`src/rtl/memory_port_arbiter.sv`:
```
// memory_port_arbiter: shares one single-ported memory between fetch and
// load/store; data wins arbitration until a bounded streak lets fetch in.
module memory_port_arbiter #(
   parameter int ADDR_WIDTH      = 32,
   parameter int DATA_WIDTH      = 32,
   parameter int MAX_DATA_STREAK = 4
) (
   input  logic                  clock,
   input  logic                  reset_n,
   input  logic                  if_req,
   input  logic [ADDR_WIDTH-1:0] if_address,
   output logic                  if_ready,
   output logic [DATA_WIDTH-1:0] if_data,
   input  logic                  d_req,
   input  logic                  d_write,
   input  logic [ADDR_WIDTH-1:0] d_address,
   input  logic [DATA_WIDTH-1:0] d_wdata,
   input  logic [2:0]            d_length,
   output logic                  d_ready,
   output logic [DATA_WIDTH-1:0] d_rdata,
   output logic                  mem_req,
   output logic [ADDR_WIDTH-1:0] mem_address,
   output logic [DATA_WIDTH-1:0] mem_input_data,
   output logic                  mem_write,
   output logic                  mem_read,
   output logic [2:0]            mem_op_length,
   input  logic                  mem_done,
   input  logic [DATA_WIDTH-1:0] mem_output_data,
   output logic [1:0]            grant,
   output logic                  protocol_error
);

   localparam int SW = $clog2(MAX_DATA_STREAK + 1);
   localparam logic [SW-1:0] STREAK_MAX = SW'(MAX_DATA_STREAK);

   localparam logic [1:0] IDLE  = 2'b00;
   localparam logic [1:0] FETCH = 2'b01;
   localparam logic [1:0] DATA  = 2'b10;
   localparam logic [1:0] RESP  = 2'b11;

   logic [1:0]    state;
   logic [1:0]    state_nxt;
   logic [SW-1:0] streak;
   logic          resp_data;
   logic          rd_q;
   logic          wr_q;
   logic          busy;
   logic          take_data;
   logic          take_fetch;

   assign busy       = (state == FETCH) || (state == DATA);
   assign take_data  = d_req && !(if_req && streak == STREAK_MAX);
   assign take_fetch = if_req && !take_data;

   always_comb begin
      state_nxt = state;
      unique case (state)
         IDLE: begin
            if (take_data)
               state_nxt = DATA;
            else if (take_fetch)
               state_nxt = FETCH;
         end
         FETCH, DATA: begin
            if (mem_done)
               state_nxt = RESP;
         end
         RESP:    state_nxt = IDLE;
         default: state_nxt = IDLE;
      endcase
   end

   // mem_* are latched at grant so requester inputs may change afterwards
   always_ff @(posedge clock) begin
      if (!reset_n) begin
         state          <= IDLE;
         streak         <= '0;
         resp_data      <= 1'b0;
         rd_q           <= 1'b0;
         wr_q           <= 1'b0;
         mem_address    <= '0;
         mem_input_data <= '0;
         mem_op_length  <= '0;
         if_data        <= '0;
         d_rdata        <= '0;
         protocol_error <= 1'b0;
      end else begin
         state <= state_nxt;
         if (state == IDLE && take_data) begin
            if (streak != STREAK_MAX)
               streak <= streak + SW'(1);
            resp_data      <= 1'b1;
            rd_q           <= !d_write;
            wr_q           <= d_write;
            mem_address    <= d_address;
            mem_input_data <= d_write ? d_wdata : '0;
            mem_op_length  <= d_length;
         end else if (state == IDLE && take_fetch) begin
            streak         <= '0;
            resp_data      <= 1'b0;
            rd_q           <= 1'b1;
            wr_q           <= 1'b0;
            mem_address    <= if_address;
            mem_input_data <= '0;
            mem_op_length  <= 3'b010;
         end
         if (busy && mem_done) begin
            if (state == FETCH)
               if_data <= mem_output_data;
            else if (!wr_q)
               d_rdata <= mem_output_data;
         end
         if (mem_done && !busy)
            protocol_error <= 1'b1;
      end
   end

   assign mem_req   = busy;
   assign mem_read  = rd_q & busy;
   assign mem_write = wr_q & busy;
   assign grant     = busy ? state : 2'b00;
   assign if_ready  = (state == RESP) && !resp_data;
   assign d_ready   = (state == RESP) && resp_data;

endmodule

```
`config.mk`:
```
export PLATFORM = sky130hd
export DESIGN_NAME = memory_port_arbiter
export DESIGN_NICKNAME = d
export VERILOG_FILES = /design/src/rtl/memory_port_arbiter.sv
export SDC_FILE = /design/constraint.sdc
export NUM_CORES = 1
export LEC_CHECK = 0
export CORE_MARGIN = 4
export CORE_UTILIZATION = 25
export CTS_CLUSTER_SIZE = 25
export DETAILED_ROUTE_END_ITERATION = 8
export GPL_ROUTABILITY_DRIVEN = 0
export GPL_TIMING_DRIVEN = 0
export SLEW_MARGIN = 10
export SYNTH_ARGS = -nofsm -noshare
export SYNTH_HDL_FRONTEND = slang
export SYNTH_SLANG_ARGS = --single-unit
export TNS_END_PERCENT = 20
```
`constraint.sdc`:
```
create_clock -name clock -period 4.9 [get_ports clock]
set_input_delay 0.98 -clock clock [delete_from_list [all_inputs] [get_ports clock]]
set_output_delay 0.98 -clock clock [all_outputs]
set_load 0.01 [all_outputs]
```
==> results.json <==
{
  "status": "complete, no violations",
  "yosys.area.top_type_share": 0.516,
  "clk_path_buf_depth": 2,
  "min_to": "if_data[18]",
  "layout_commonest_cell": "clkdlybuf4s50_1",
  "crit_chain": "inv_1 -> ha_1 -> and2_1 -> clkdlybuf4s50_1",
  "grt_max_degree": 17,
  "holdPathStages": 2,
  "syn_nets": 823,
  "ys_types": 35,
  "powerDensity_nw_per_um2": 517,
  "skew_ps": 8.91,
  "synthXorXnorAreaFrac": 0,
  "ys_seq_area_frac": 0.516,
  "start_kind": "register",
  "synthesis.instances": 680,
  "synth_ff_type": "dfxtp_1",
  "dp_hpwl_um": 15700,
  "drv_slew": 0,
  "path_clk_slew_ps": 60,
  "slowest_delay_ps": 560,
  "antenna_found_initial": 0,
  "max-vdd-ir-drop_mv": 0.208,
  "critPathTopFamily": "buffers and inverters",
  "worstPathMaxFanout": 9,
  "die_h_um": 155,
  "drc": 0,
  "crit_type": "register to output pin",
  "core-area_um2": 21200,
  "synth_area_leader_cell": "dfxtp_1",
  "dr.pass1.iters": 4,
  "r2r_slack_ps": 2900,
  "syn_area_um2": 5430,
  "async_reset_ff_frac": 0,
  "synth-edff-count": 0,
  "final.setup.tns_ps": 0,
  "arrival_ps": 2070,
  "r2r_end": "d_rdata[21]",
  "synth_compound_area_frac": 0.243,
  "clk_latency_ps": 420,
  "cts_setup_buffers": 0,
  "cts-resized-gates": 0,
  "placed_area_um2": 8520,
  "postSynthAreaPerCell_um2": 7.98,
  "period_needed_ps": 3050,
  "io_pins": 276,
  "synth_simple_gate_area_frac": 0.172,
  "cts_hold_buffers": 0,
  "ctsRootBufferMaster": "clkbuf_16",
  "numClockSinks": 140,
  "numCtsBuffers": 17,
  "max-slew-margin-rel": 0.616,
  "rows": 53,
  "synth_fa_ha_area_frac": 0.0138,
  "fin_crit_sh": 0.622,
  "worst_ep_required_time_ps": 3920,
  "nNetsFinal": 1117,
  "gr-total-overflow": 0,
  "viasPerCell": 4.65,
  "cts_tree": "yes",
  "finalCoreUtilization": 0.430,
  "cp_slowest_cell": "clkdlybuf4s50_1",
  "num_vias": 5865,
  "grt_util_all_layers": 0.169,
  "holdCritStartpoint": "if_data[18]",
  "mostFrequentLayoutCells": "clkdlybuf4s50_1 (275), nand2_1 (166), dfxtp_1 (140), a21oi_1 (102), o21ai_0 (89)",
  "start_util": 0.256,
  "cp_num_buf_inv": 2,
  "yosys-top-cells-area": "dfxtp_1 (52%), nand2_1 (11%), a21oi_1 (9.4%), o21ai_0 (8.2%), a31oi_1 (3.8%)",
  "hold_class": "register to register",
  "place.port_buffers": 275,
  "area_delta_synth_final_pct": 68.3,
  "grt_pass1_wl_um": 32400,
  "ant_nets": 0,
  "max_freq_ghz": 0.328,
  "timing.rr.start": "state[0]",
  "rsz0062_at_grt": "no",
  "maxCapViolCount": 0,
  "worstMarginPinSlew_ps": 575,
  "design_area_um2": 9140,
  "dieArea_um2": 24100,
  "antenna_cells": 0,
  "leakage_nw": 3.24,
  "cts-htree-levels": 4,
  "hold_violations": 0,
  "p_total_w": 0.00472,
  "rr_worst_depth": 7,
  "final_layout_size_suffix_gt1_frac": 0.0638,
  "die_w_um": 155,
  "yosys_warnings": 0,
  "avgRoutedWirePerCell_um": 16.6,
  "synthMuxAreaShare": 0,
  "setup_viol": 0,
  "grt_pass1_vias": 5752,
  "synth_seq_cells": 140,
  "wirelength_um": 20900,
  "dr.first_iter.drc_count": 288,
  "synth_top_family_by_area": "compound AO/OA/AOI/OAI gates",
  "critPathCaptureType": "output pin"
}
[Yosys cell counts (3+ instances only)]
| cell | n |
|---|---|
| and2_1 | 4 |
| a31oi_1 | 33 |
| o21ai_1 | 9 |
| buf_2 | 19 |
| nand3_1 | 36 |
| o21ai_0 | 89 |
| buf_1 | 4 |
| clkbuf_1 | 32 |
| nand2_1 | 166 |
| inv_1 | 6 |
| nor2_1 | 4 |
| ha_1 | 6 |
| buf_4 | 3 |
| a21oi_1 | 102 |
| dfxtp_1 | 140 |
[state kept, by name (all words and copies together) (netlist names)]
name            cells
mem_input_data     32
rd_q                1
mem_op_length       3
wr_q                1
resp_data           1
mem_address        32
streak              3
state               2
d_rdata            32
if_data            32
protocol_error      1
[cell type report]
| class | count | area (um2) |
|---|---|---|
| timing repair buffer | 275 | 2750 |
| buffer | 61 | 274 |
| sequential | 140 | 2800 |
| clock buffer | 17 | 425 |
| inverter | 7 | 26.3 |
| clock inverter | 15 | 185 |
| multi-input combinational | 472 | 2320 |
| tap | 275 | 344 |
| fill | 2179 | 12100 |
[worst register-to-register path, cell delays in order (launching register included)]
cell and delay [ps]:
dfxtp_1 390, inv_1 80, ha_1 420, nand4bb_1 150, clkbuf_1 220, clkbuf_1 420
nand2_1 100, a21oi_1 150
[cells by family after synthesis]
| logic type | after synthesis |
|---|---|
| AO/OA/AOI/OAI | 245 |
| adder cells (fa/ha/maj) | 6 |
| buffers and inverters | 68 |
| flip-flops | 140 |
| AND/OR/NAND/NOR | 221 |
[per-layer routing]
metal  wire (um)  global-route usage  up-vias
li1            -                   -     2930
met1        9240               0.219     2719
met2        9780               0.271      182
met3        1350              0.0403       34
met4         571              0.0679        0
met5           0                   0        -
[where the power goes]
part / leakage (nW) / total [W] / switching (W) / internal, W
combinational: 1.81 / 0.00184 / 0.000982 / 0.000858
clock: 0.289 / 0.00136 / 0.000547 / 0.000811
sequential: 1.14 / 0.00152 / 0.000128 / 0.00139
total: 3.24 / 0.00472 / 0.00166 / 0.00306
[worst max-delay path by stage]
stage             start               to  slack (ps)  cells past startpoint
2_1_floorplan  state[0]         mem_read        2890                      3
3_3_place_gp      d_req  mem_address[30]        2160                      5
3_5_place_dp      d_req             wr_q        2160                      5
4_1_cts        state[0]        mem_write        1810                      4
5_1_grt        state[0]         mem_read        1700                      4
6_report       state[1]        mem_write        1850                      4
[per-stage QoR]
stage | std cells | worst slack [ps] | hold WS (ps)
detailed placement | 1230 | 2160 | 446
CTS | 1262 | 1810 | 454
floorplan | 680 | 2890 | 445
global placement | 1230 | 2160 | 441
global route | 1262 | 1700 | 473
finish | 1262 | 1850 | 450
Note: power is estimated with default switching activity, not from simulation.
